## src/rtl/serial_adder_if.sv

```systemverilog
// Handshake and operand/result bundle for the bit-serial adder.
// Master drives the request side; slave (the adder) drives results.
interface serial_adder_if #(
    parameter int WIDTH = 8
);
    logic             start;
    logic [WIDTH-1:0] a;
    logic [WIDTH-1:0] b;
    logic             cin;
    logic             ready;
    logic             busy;
    logic             done;
    logic [WIDTH-1:0] sum;
    logic             cout;
    logic             ovf;

    modport master (
        output start, a, b, cin,
        input  ready, busy, done, sum, cout, ovf
    );

    modport slave (
        input  start, a, b, cin,
        output ready, busy, done, sum, cout, ovf
    );
endinterface

```

## src/rtl/serial_adder.sv

```systemverilog
// Bit-serial adder: one full-adder cell, LSB first, one bit per clock.
// IDLE -> RUN (WIDTH bits) -> DONE (one-cycle result pulse) -> IDLE.
module serial_adder #(
    parameter int WIDTH = 8
) (
    input logic           clk,
    input logic           rst_n,
    serial_adder_if.slave s_bus
);
    localparam int CW = $clog2(WIDTH + 1);

    typedef enum logic [1:0] {
        IDLE = 2'd0,
        RUN  = 2'd1,
        DONE = 2'd2
    } state_t;

    state_t           r_state;
    state_t           w_next;
    logic [WIDTH-1:0] r_a;
    logic [WIDTH-1:0] r_b;
    logic [WIDTH-1:0] r_sum;
    logic             r_c;
    logic             r_cmsb;
    logic             r_cout;
    logic [CW-1:0]    r_cnt;
    logic             w_s;
    logic             w_c;
    logic             w_last;
    logic             w_accept;
    logic             w_ready;
    logic             w_busy;
    logic             w_done;

    // Single full-adder cell working on the current LSBs.
    assign w_s      = r_a[0] ^ r_b[0] ^ r_c;
    assign w_c      = (r_a[0] & r_b[0]) | (r_c & (r_a[0] ^ r_b[0]));
    assign w_last   = (r_cnt == CW'(WIDTH - 1));
    assign w_accept = (r_state == IDLE) && s_bus.start;

    // State register.
    always_ff @(posedge clk or negedge rst_n) begin
        if (!rst_n) begin
            r_state <= IDLE;
        end else begin
            r_state <= w_next;
        end
    end

    // Next-state and status decode.
    always_comb begin
        w_next  = r_state;
        w_ready = 1'b0;
        w_busy  = 1'b0;
        w_done  = 1'b0;
        unique case (r_state)
            IDLE: begin
                w_ready = 1'b1;
                if (s_bus.start) begin
                    w_next = RUN;
                end
            end
            RUN: begin
                w_busy = 1'b1;
                if (w_last) begin
                    w_next = DONE;
                end
            end
            DONE: begin
                w_done = 1'b1;
                w_next = IDLE;
            end
            default: begin
                w_next = IDLE;
            end
        endcase
    end

    // Operand load on acceptance, then one shift/add step per RUN cycle.
    // cout and the MSB carry-in only move on the last bit, so they keep
    // the previous result visible while the next sum is being shifted in.
    always_ff @(posedge clk or negedge rst_n) begin
        if (!rst_n) begin
            r_a    <= '0;
            r_b    <= '0;
            r_sum  <= '0;
            r_c    <= 1'b0;
            r_cmsb <= 1'b0;
            r_cout <= 1'b0;
            r_cnt  <= '0;
        end else if (w_accept) begin
            r_a   <= s_bus.a;
            r_b   <= s_bus.b;
            r_c   <= s_bus.cin;
            r_cnt <= '0;
        end else if (r_state == RUN) begin
            r_a   <= r_a >> 1;
            r_b   <= r_b >> 1;
            r_sum <= {w_s, r_sum[WIDTH-1:1]};
            r_c   <= w_c;
            r_cnt <= r_cnt + CW'(1);
            if (w_last) begin
                r_cmsb <= r_c;
                r_cout <= w_c;
            end
        end
    end

    assign s_bus.ready = w_ready;
    assign s_bus.busy  = w_busy;
    assign s_bus.done  = w_done;
    assign s_bus.sum   = r_sum;
    assign s_bus.cout  = r_cout;
    assign s_bus.ovf   = r_cmsb ^ r_cout;
endmodule

```

## src/flat_wrapper.sv

```systemverilog
// flat-port wrapper written by rule: the top's interface ports become plain ports
module serial_adder_flat 
#(
    parameter int WIDTH = 8
)
  (clk, rst_n, s_bus_start, s_bus_a, s_bus_b, s_bus_cin, s_bus_ready, s_bus_busy, s_bus_done, s_bus_sum, s_bus_cout, s_bus_ovf);
  serial_adder_if #(.WIDTH(WIDTH)) s_bus_i ();
  input logic clk;
  input logic rst_n;
  input wire logic [$bits(s_bus_i.start)-1:0] s_bus_start;
  input wire logic [$bits(s_bus_i.a)-1:0] s_bus_a;
  input wire logic [$bits(s_bus_i.b)-1:0] s_bus_b;
  input wire logic [$bits(s_bus_i.cin)-1:0] s_bus_cin;
  output wire logic [$bits(s_bus_i.ready)-1:0] s_bus_ready;
  output wire logic [$bits(s_bus_i.busy)-1:0] s_bus_busy;
  output wire logic [$bits(s_bus_i.done)-1:0] s_bus_done;
  output wire logic [$bits(s_bus_i.sum)-1:0] s_bus_sum;
  output wire logic [$bits(s_bus_i.cout)-1:0] s_bus_cout;
  output wire logic [$bits(s_bus_i.ovf)-1:0] s_bus_ovf;
  assign s_bus_i.start = s_bus_start;
  assign s_bus_i.a = s_bus_a;
  assign s_bus_i.b = s_bus_b;
  assign s_bus_i.cin = s_bus_cin;
  assign s_bus_ready = s_bus_i.ready;
  assign s_bus_busy = s_bus_i.busy;
  assign s_bus_done = s_bus_i.done;
  assign s_bus_sum = s_bus_i.sum;
  assign s_bus_cout = s_bus_i.cout;
  assign s_bus_ovf = s_bus_i.ovf;
  serial_adder #(.WIDTH(WIDTH)) u_core (.clk(clk), .rst_n(rst_n), .s_bus(s_bus_i));
endmodule
```

## config.mk

```make
export PLATFORM = sky130hd
export DESIGN_NAME = serial_adder_flat
export DESIGN_NICKNAME = d
export VERILOG_FILES = /design/src/rtl/serial_adder_if.sv /design/src/rtl/serial_adder.sv /design/src/flat_wrapper.sv
export SDC_FILE = /design/constraint.sdc
export NUM_CORES = 1
export LEC_CHECK = 0
export ABC_CLOCK_PERIOD_IN_PS = 1300
export CAP_MARGIN = 25
export CORE_AREA = 2 2 60 62
export DETAILED_ROUTE_END_ITERATION = 7
export DIE_AREA = 0 0 62 64
export GPL_TIMING_DRIVEN = 0
export PLACE_DENSITY_LB_ADDON = 0.2
export SLEW_MARGIN = 10
export SYNTH_ARGS = -nofsm -noshare
export SYNTH_HDL_FRONTEND = slang
export SYNTH_SLANG_ARGS = --single-unit
```

## constraint.sdc

```tcl
create_clock -name clk -period 1.3 [get_ports clk]
set_input_delay 0.26 -clock clk [delete_from_list [all_inputs] [get_ports clk]]
set_output_delay 0.26 -clock clk [all_outputs]
set_load 0.02 [all_outputs]
```

==> run_results.csv, run 1 <==
group,metric,value,unit
outcome,status,"finished with violations",
outcome,violations,"setup timing",
drt,firstDrtPassIters,4,
power_and_ir_drop,vdd_ir_drop_max,0.001001,V
cts,cts_root_buf,"clkbuf_4",
timing,rsz0062_at_grt,"yes",
cts,cts_tree,"built",
setup_path,cp-end-kind,"output port",
setup_path,r2r.worst_path.cells,4,
min_path,hold_path.class,"primary input to flop",
setup_path,cp.depth,3,
timing,layout_min_cycle_time,1436,ps
setup_path,crit_path_frequent_cell,"buf_4",
setup_path,cp.arrival,1180,ps
yosys,synth_ff_type,"dfrtp_1",
timing,skew,5.735,ps
yosys,syn_area,0.001404,sq mm
placed_design,post_dp_cell_area,0.001777,sq mm
floorplan,pin_count,33,
power_and_ir_drop,p_leak,1.044,nW
floorplan,dieHeight,64,um
yosys,ys_top_cells_by_area,"dfrtp_1 (59%), nand2_1 (17%), a22oi_1 (8.0%), buf_2 (1.8%), o21ai_0 (1.8%)",
setup_path,critical_path_class,"flop to output port",
power_and_ir_drop,internal_power,3.099,mW
timing,postLayoutSetupSlackWorst,-136.5,ps
setup_path,cp-start-kind,"flop",
layout,antenna_cells,0,
cts,cts_made_buffers,5,
yosys,synth-seq-cells,33,
setup_path,critical_path.top_delay_family,"flip-flops",
yosys,synth.distinct_cells,22,
setup_path,worst-r2r-setup-slack,-100,ps
yosys,syn_nets,164,
setup_path,worstPathMaxFanout,4,
cts,clk_pin_slew,100,ps
yosys,syn-mean-instance-area,9.886,sq um
yosys,synth-edff-count,0,
layout,fin_util,64.72,%
power_and_ir_drop,pwr-share-comb,48.4,%
floorplan,core,0.003284,sq mm
timing,finalSetupViolCount,23,
setup_path,r2r_start,"u_core.r_state[1]$_DFFE_PN0P_",
floorplan,die_x,62,um
setup_path,crit_buf_inv,2,
drt,drtIter0Drc,47,
power_and_ir_drop,seqPwrFrac,35.5,%
power_and_ir_drop,swShare,37.75,%
yosys,yosysTopAreaCellShare,58.82,%
grt,grt_usage,17.81,%
grt,antenna_found_initial,0,
layout,layout-drive-gt1-share,32.50,%
cts,cts_max_path_buffers,2,
yosys,yosys_warnings,0,
yosys,yosys-top-cells-count,"nand2_1 (63), dfrtp_1 (33), a22oi_1 (15), buf_2 (5), o21ai_0 (5)",
setup_path,critPathRequiredTime,1040,ps
setup_path,crit_chain,"buf_4 > nor2b_2 > buf_4",
power_and_ir_drop,clkPwrFrac,16.1,%
layout,area_delta_synth_final,51.43,%
yosys,yosysTopAreaCell,"dfrtp_1",
grt,grt_pass1_vias,1179,
timing,finalMaxSlewViolations,0,
yosys,synthArstFlopShare,100.0,%
timing,fmax,696.1,MHz
power_and_ir_drop,cellPowerDensity,2342,mW/mm^2
grt,grt_max_degree,34,
cts,clk_latency,340,ps
drt,avgRoutedWirePerCell,13.58,um
setup_path,slowest_stage,"dfrtp_1",
yosys,post-synth-top-count-cell,"nand2_1",
drt,num_vias,1193,
yosys,synth-seq-area-share,58.82,%
timing,fin_crit_sh,110.5,%
timing,hold_violations,0,
timing,maxSlewHeadroom,52.16,%
drt,detail_route.vias_per_cell,4.850,
setup_path,rr_endpoint,"u_core.r_cmsb$_DFFE_PN0P_",
min_path,worstHoldStart,"s_bus_b[7]",
min_path,min_path_cells,3,
yosys,syn_inst,142,
cts,htree_levels,2,
placed_design,gp_congestion,0.7226,
min_path,whs_endpoint,"u_core.r_b[7]$_DFFE_PN0P_",
floorplan,start_util,42.74,%
cts,cts.sinks,33,
drt,drtAntennaViolNets,0,
setup_path,slowest_delay,390,ps
placed_design,hpwl,2066,um
layout,final_area,0.002126,sq mm
drt,remaining_drc_errors,0,
drt,drt_wl_total,3340,um
floorplan,die_area,0.003968,sq mm
grt,grt_overflow,0,
grt,grt_pass1_wl,5112,um
floorplan,num_rows,21,
layout,nets,221,
timing,tightest_slew,717.6,ps
power_and_ir_drop,p_switching,1.879,mW
run,drv_cap,0,
placed_design,portBuffers,32,
[registers in the layout, summed over array words and instances, names as in the netlist]
name / count
u_core.s_bus.cout: 1
u_core.s_bus.sum: 8
u_core.r_cnt: 4
u_core.r_cmsb: 1
u_core.r_b: 8
u_core.r_state: 2
u_core.r_c: 1
u_core.r_a: 8
[worst min-delay path, cell delays in order]
cell and delay (ps):
clkdlybuf4s50_1 400, nand2_1 60, o21ai_1 50
[power groups by stage]
stage	registers, mW	logic (mW)	clock network [mW]
3_3_place_gp	1.75	1.75	0
2_1_floorplan	1.87	0.994	0
3_5_place_dp	1.78	1.81	0
5_1_grt	1.81	2.64	0.878
4_1_cts	1.76	2.06	0.823
6_report	1.77	2.41	0.799
[worst max path at each step]
| stage | from | endpoint |
|---|---|---|
| after floorplan | u_core.r_cnt[0]$_DFFE_PN0P_ | u_core.r_cmsb$_DFFE_PN0P_ |
| after global placement | rst_n | u_core.r_b[3]$_DFFE_PN0P_ |
| after detailed placement | u_core.r_state[1]$_DFFE_PN0P_ | s_bus_busy |
| after CTS | u_core.r_state[1]$_DFFE_PN0P_ | s_bus_busy |
| after global routing | u_core.r_state[0]$_DFFE_PN0P_ | s_bus_ready |
| final | u_core.r_state[1]$_DFFE_PN0P_ | s_bus_done |
[what timing repair did]
item,CTS,global route
setup endpoints to repair,36,35
gates resized for setup,65,34
hold endpoints to repair,32,0
gates cloned,0,2
pin swaps,1,10
hold buffers,1,0
buffers inserted,6,11
[per-stage QoR]
stage                     instances  TNS [ps]  hold slack (ps)  worst slack [ps]  power, mW
after detailed placement        220     -7826            362.5            -684.5      3.591
final                           246    -980.6            468.5            -136.5      4.978
after CTS                       235    -822.1            470.7            -203.3      4.645
after floorplan                 142         0           -35.59             21.44      2.861
after global placement          220    -29170            458.0            -666.8      3.498
after global routing            246     -2337            444.9            -188.8      5.332
[cell usage in the layout, fill, tap and decap left out, drive strengths merged]
master	n
a22oi	15
mux2	2
a21o	1
dfrtp	33
dlygate4sd3	1
nand3	1
nand2	63
nor2b	1
nor3	1
nand2b	2
buf	33
nor2	1
clkbuf	10
xor2	2
ha	1
bufinv	1
o22ai	1
nor3b	2
clkdlybuf4s15	2
fa	1
inv	1
clkdlybuf4s50	18
o21ai	5
o21bai	2
[area by class of cell]
cell class,instances,area (sq um)
fill,290,1159
sequential,33,825.8
multi-input combinational,101,634.4
timing repair buffer,52,455.4
tap,46,57.56
buffer,5,56.30
clock buffer,7,55.05
clock inverter,1,30.03
inverter,1,11.26
[cell families after synthesis]
kind of cell / count (synthesis) / share of synthesized area [%]
fa+ha+maj: 2 / 2.317
compound gates: 24 / 12.12
simple gates: 71 / 21.03
xor+xnor: 2 / 1.248
flops: 33 / 58.82
buf+inv: 8 / 2.851
mux: 2 / 1.604
[routing by layer]
| layer | GRT usage [%] | wire (um) |
|---|---|---|
| met1 | 20.58 | 1385 |
| met2 | 29.56 | 1740 |
| met3 | 6.680 | 161 |
| met4 | 5.851 | 52 |
| met5 | 0 | 0 |
(Power assumes the default switching activity.)
==> inputs of run 2 (changes only) <==
--- a/config.mk
+++ b/config.mk
@@ -5,6 +5,7 @@
 export SDC_FILE = /design/constraint.sdc
 export NUM_CORES = 1
 export LEC_CHECK = 0
+export ABC_AREA = 1
 export ABC_CLOCK_PERIOD_IN_PS = 1300
 export CAP_MARGIN = 25
 export CORE_AREA = 2 2 60 62
==> run 2 against run 1 <==
Effect of this change: the run still ends with setup timing left; combinational power shrank 18%; wire length shrank 9.3%; critical path depth is the same; maximum frequency grew 3.7%; clock power shrank 36%.
==> run_results.csv, run 2 <==
group,metric,value,unit
timing,finalMaxSlewViolations,0,
floorplan,num_rows,21,
setup_path,critical_path_class,"flop to output port",
layout,layout_common_cells,"nand2_1 (79), dfrtp_1 (33), clkdlybuf4s50_1 (18), nand3_1 (16), buf_6 (9)",
min_path,hold_path.class,"primary input to flop",
drt,drt_wl_total,3029,um
min_path,worstHoldStart,"s_bus_b[7]",
setup_path,worst-r2r-setup-slack,50,ps
placed_design,hpwl,2092,um
setup_path,cp-start-kind,"flop",
timing,timing.hold.ws,446.9,ps
drt,num_vias,1215,
yosys,synth-seq-area-share,58.46,%
yosys,yosysTopAreaCellShare,58.46,%
cts,cts_tree,"built",
drt,drtIter0Drc,49,
timing,skew,9.557,ps
drt,firstDrtPassIters,4,
cts,cts_made_buffers,5,
grt,grt_pass1_wl,5071,um
timing,rsz0062_at_grt,"yes",
layout,final_area,0.001892,sq mm
floorplan,die_x,62,um
yosys,synth-seq-cells,33,
timing,postLayoutSetupSlackWorst,-85.41,ps
floorplan,core,0.003284,sq mm
run,drv_cap,0,
setup_path,rr_endpoint,"u_core.r_b[4]$_DFFE_PN0P_",
yosys,syn_nets,187,
placed_design,gp_congestion,0.7272,
cts,htree_levels,2,
placed_design,portBuffers,32,
floorplan,dieHeight,64,um
yosys,synth_ff_type,"dfrtp_1",
grt,grt_max_degree,34,
timing,finalSetupViolCount,4,
yosys,yosys_warnings,0,
layout,antenna_cells,0,
floorplan,pin_count,33,
cts,cts.sinks,33,
timing,tightest_slew,715.3,ps
grt,grt_overflow,0,
floorplan,start_util,43.01,%
drt,drtAntennaViolNets,0,
yosys,synth.distinct_cells,16,
yosys,ys_top_cells_by_area,"dfrtp_1 (58%), nand2_1 (21%), nand3_1 (5.7%), o21ai_0 (1.8%), o21ai_1 (1.8%)",
placed_design,post_dp_cell_area,0.001785,sq mm
yosys,syn-mean-instance-area,8.561,sq um
setup_path,cp-startpoint,"u_core.r_state[1]$_DFFE_PN0P_",
yosys,yosysTopAreaCell,"dfrtp_1",
layout,area_delta_synth_final,33.92,%
setup_path,cp-end-kind,"output port",
timing,fin_crit_sh,106.6,%
cts,cts_max_path_buffers,2,
yosys,synth-edff-count,0,
timing,fmax,721.8,MHz
floorplan,die_area,0.003968,sq mm
min_path,min_path_cells,3,
power_and_ir_drop,p_leak,0.9693,nW
min_path,whs_endpoint,"u_core.r_b[7]$_DFFE_PN0P_",
grt,antenna_found_initial,0,
power_and_ir_drop,vdd_ir_drop_max,0.0007621,V
drt,remaining_drc_errors,0,
power_and_ir_drop,cellPowerDensity,2230,mW/mm^2
setup_path,critPathRequiredTime,1040,ps
cts,cts_root_buf,"clkbuf_4",
yosys,syn_area,0.001413,sq mm
grt,grt_pass1_vias,1205,
drt,avgRoutedWirePerCell,11.74,um
grt,grt_usage,17.97,%
yosys,synthArstFlopShare,100.0,%
cts,clk_pin_slew,90,ps
timing,layout_min_cycle_time,1385,ps
layout,fin_util,57.60,%
setup_path,worstPathMaxFanout,3,
layout,nets,235,
layout,layout-drive-gt1-share,19.81,%
setup_path,r2r.worst_path.cells,7,
layout,layout_commonest_cell,"nand2_1",
outcome,violations,"setup timing",
timing,hold_violations,0,
yosys,post-synth-top-count-cell,"nand2_1",
timing,maxSlewHeadroom,52.31,%
setup_path,cp.arrival,1130,ps
yosys,yosys-top-cells-count,"nand2_1 (79), dfrtp_1 (33), nand3_1 (16), inv_1 (6)",
setup_path,r2r_start,"u_core.r_state[1]$_DFFE_PN0P_",
outcome,status,"finished with violations",
cts,clk_latency,340,ps
yosys,syn_inst,165,
drt,detail_route.vias_per_cell,4.709,
==> run 2: changes by cell type after synthesis, moves of 4 or more <==
cell     before  now
a22oi_1      15    0
inv_1         0    6
nand2_1      63   79
nand3_1       1   16
nor2_1        1    5
o21ai_1       0    5
==> run 2: area by class of cell <==
type                       count  area (sq um)
tap                           46         57.56
timing repair buffer          41         355.3
buffer                         6         48.80
sequential                    33         825.8
fill                         301          1393
clock buffer                   5         37.54
clock inverter                 1         5.005
multi-input combinational    117         528.0
inverter                       9         33.78
==> run 2: how the worst max path moves through the flow <==
stage	endpoint	slack, ps	cells past startpoint
detailed placement	s_bus_busy	-440	4
global route	s_bus_ready	-160	3
CTS	s_bus_ready	-120	3
floorplan	u_core.r_a[1]$_DFFE_PN0P_	110	6
global placement	u_core.r_b[3]$_DFFE_PN0P_	-640	1
finish	s_bus_busy	-90	3
==> run 2: critical path, cell delays in order (launching register included) <==
cell and delay [ps]:
dfrtp_1 430, nor2_4 140, buf_6 110, buf_6 100
==> run 2: kinds of logic after synthesis <==
group	synth area share [%]
simple gates	29.32
buf+inv	5.403
flops	58.46
fa+ha+maj	2.303
xor+xnor	0.6201
compound gates	3.896
==> run 2: repair_timing <==
item | 4_1_cts | 5_1_grt
pin swaps | 2 | 2
hold buffers | 1 | 0
endpoints found under the hold margin | 33 | 0
buffers inserted | 4 | 4
gates resized for setup | 53 | 12
setup endpoints to repair | 13 | 22
==> run 2: power by group <==
group          leakage (nW)  internal, mW  total (mW)  switching [mW]
Clock                0.0269         0.187       0.511           0.324
Combinational         0.520         0.861        1.97            1.10
Sequential            0.423          1.45        1.74           0.288
Total                 0.969          2.50        4.22            1.72
==> run 2: through the flow <==
stage	power, mW	std cells	setup slack [ps]	setup TNS, ps
after floorplan	2.866	165	113.6	0
after global placement	3.544	243	-635.3	-22770
after detailed placement	3.615	243	-444.6	-1986
after CTS	4.227	254	-120.0	-399.9
after global routing	4.601	258	-164.9	-943.3
final	4.218	258	-85.41	-235.3
==> run 2: layer usage <==
layer  up-vias  track usage (%)  wire, um
met1       578            18.31      1195
li1        608                -         -
met2        21            30.47      1634
met4         0            9.574        59
met3         8            6.680       139
met5         -                0         0
==> inputs of run 3 (changes only) <==
--- a/config.mk
+++ b/config.mk
@@ -9,10 +9,12 @@
 export ABC_CLOCK_PERIOD_IN_PS = 1300
 export CAP_MARGIN = 25
 export CORE_AREA = 2 2 60 62
+export CTS_CLUSTER_SIZE = 40
 export DETAILED_ROUTE_END_ITERATION = 7
 export DIE_AREA = 0 0 62 64
 export GPL_TIMING_DRIVEN = 0
 export PLACE_DENSITY_LB_ADDON = 0.2
+export SKIP_CTS_REPAIR_TIMING = 1
 export SLEW_MARGIN = 10
 export SYNTH_ARGS = -nofsm -noshare
 export SYNTH_HDL_FRONTEND = slang
==> run 3 against run 2 <==
Effect of this change: the run ends with hold timing, setup timing left; clock-buffer cell count unchanged; non-clock buffer count down 9; via count down 3.5%; register-to-register slack better by 80 ps; cell count down 3.5%; clock skew up 0.77 ps; critical path type unchanged; critical endpoint unchanged; largest power group unchanged.
==> run_results.csv, run 3 (synthesis gave the netlist of run 2 again) <==
group,metric,value,unit
timing,finalSetupViolCount,4,
power_and_ir_drop,p_switching,1.653,mW
placed_design,dp_slack,-444.6,ps
timing,layout_min_cycle_time,1516,ps
timing,maxSlewHeadroom,52.48,%
grt,grt_pass1_wl,4905,um
floorplan,start_util,43.01,%
layout,nets,226,
outcome,status,"finished with violations",
timing,tns,-247.8,ps
run,drv_cap,0,
cts,cts_made_buffers,5,
placed_design,hpwl,2092,um
timing,tightest_slew,712.9,ps
placed_design,gp_congestion,0.7272,
grt,grt_pass1_vias,1163,
cts,cts_max_path_buffers,2,
timing,finalMaxSlewViolations,0,
drt,num_vias,1172,
power_and_ir_drop,p_leak,1.005,nW
layout,final_area,0.001838,sq mm
drt,drtAntennaViolNets,0,
power_and_ir_drop,clkPwrFrac,12.6,%
setup_path,critical_path.top_delay_family,"flip-flops",
setup_path,crit_buf_inv,3,
power_and_ir_drop,swShare,40.85,%
power_and_ir_drop,pwr-share-comb,44.2,%
cts,cts_tree,"built",
layout,layout_commonest_cell,"nand2_1",
layout,layout-drive-gt1-share,13.30,%
setup_path,cp-end-kind,"output port",
floorplan,dieHeight,64,um
layout,fillCellCount,309,
grt,met2_usage,28.52,%
outcome,violations,"hold timing, setup timing",
timing,rsz0062_at_grt,"yes",
setup_path,slowest_delay,400,ps
placed_design,portBuffers,32,
drt,drt_wl_total,2932,um
timing,hold_violations,33,
drt,detail_route.vias_per_cell,4.707,
setup_path,worstPathMaxFanout,10,
layout,final-seq-area,827.0,sq um
timing,timing.hold.ws,-37.33,ps
layout,area_delta_synth_final,30.11,%
timing,skew,10.33,ps
grt,antenna_found_initial,0,
timing,fmax,659.5,MHz
drt,firstDrtPassIters,4,
grt,grt_usage,17.36,%
grt,met3_usage,6.680,%
cts,cts.sinks,33,
setup_path,cp-start-kind,"flop",
grt,busiest_layer,"met2",
setup_path,slowest_stage,"dfrtp_1",
layout,multiInputGateArea,515.5,sq um
drt,drtIter0Drc,30,
drt,remaining_drc_errors,0,
grt,grt_max_degree,34,
power_and_ir_drop,cellPowerDensity,2201,mW/mm^2
layout,layout_common_cells,"nand2_1 (79), dfrtp_1 (32), clkdlybuf4s50_1 (18), nand3_1 (16), dlymetal6s2s_1 (7)",
drt,avgRoutedWirePerCell,11.78,um
setup_path,critPathRequiredTime,1040,ps
power_and_ir_drop,internal_power,2.393,mW
placed_design,post_dp_cell_area,0.001785,sq mm
grt,grt_use_met1,18.31,%
floorplan,core,0.003284,sq mm
power_and_ir_drop,vdd_ir_drop_max,0.0007666,V
cts,htree_levels,2,
setup_path,critical_path_class,"flop to output port",
layout,antenna_cells,0,
setup_path,crit_chain,"inv_1 > nor2_4 > buf_6 > buf_4",
floorplan,pin_count,33,
timing,postLayoutSetupSlackWorst,-216.4,ps
timing,fin_crit_sh,116.6,%
floorplan,num_rows,21,
floorplan,die_x,62,um
cts,cts_root_buf,"clkbuf_4",
cts,clk_latency,340,ps
cts,clk_pin_slew,90,ps
grt,grt_overflow,0,
floorplan,die_area,0.003968,sq mm
min_path,hold_path.class,"primary input to async pin",
setup_path,cp.arrival,1260,ps
power_and_ir_drop,seqPwrFrac,43.2,%
run 3: through the flow:
step           instances  hold slack, ps  power [mW]  util [%]
6_report             249          -37.33       4.046     55.96
5_1_grt              249           1.252       4.423     55.96
4_1_cts              249          -18.29       4.134     55.66
3_5_place_dp         243           350.3       3.615     54.36
3_3_place_gp         243           457.9       3.544     54.51
2_1_floorplan        165          -35.59       2.866         -
run 3: final timing paths:
path | from | end | slack, ps | cells after the start
max reg2reg | u_core.r_state[1]$_DFFE_PN0P_ | u_core.r_b[4]$_DFFE_PN0P_ | 130 | 6
min reg2reg | u_core.s_bus.sum[0]$_DFFE_PN0P_ | u_core.s_bus.sum[0]$_DFFE_PN0P_ | 480 | 2
min | rst_n | u_core.s_bus.sum[6]$_DFFE_PN0P_ | -40 | 1
max | u_core.r_state[0]$_DFFE_PN0P_ | s_bus_busy | -220 | 4
max in group asynchronous | rst_n | u_core.r_state[1]$_DFFE_PN0P_ | 840 | 1
min in group clk | s_bus_b[7] | u_core.r_b[7]$_DFFE_PN0P_ | 450 | 3
run 3: worst reg2reg max path: stages, from the launching register on:
cell     delay (ps)
dfrtp_2         450
nor2_2          110
nand2_1         110
inv_2           150
buf_6           160
nand2_1          60
nand3_1          80
run 3: area by class of cell:
class	count	share of cell area (%)
Timing Repair Buffer	32	17.02
Tap cell	46	3.131
Buffer	6	2.655
Sequential cell	33	45.00
Multi-Input combinational cell	117	28.05
Clock buffer	5	2.042
Inverter	9	1.838
Clock inverter	1	0.2723
run 3: power groups by stage:
stage	sequential, mW	clock [mW]	combinational, mW
3_5_place_dp	1.76	0	1.85
4_1_cts	1.74	0.527	1.86
2_1_floorplan	1.85	0	1.01
5_1_grt	1.81	0.591	2.03
6_report	1.75	0.510	1.79
3_3_place_gp	1.73	0	1.81
run 3: per-layer routing:
metal	vias up	part of all wire, %
li1	589	-
met1	556	41
met2	19	53
met3	8	4.5
met4	0	2.0
met5	-	0
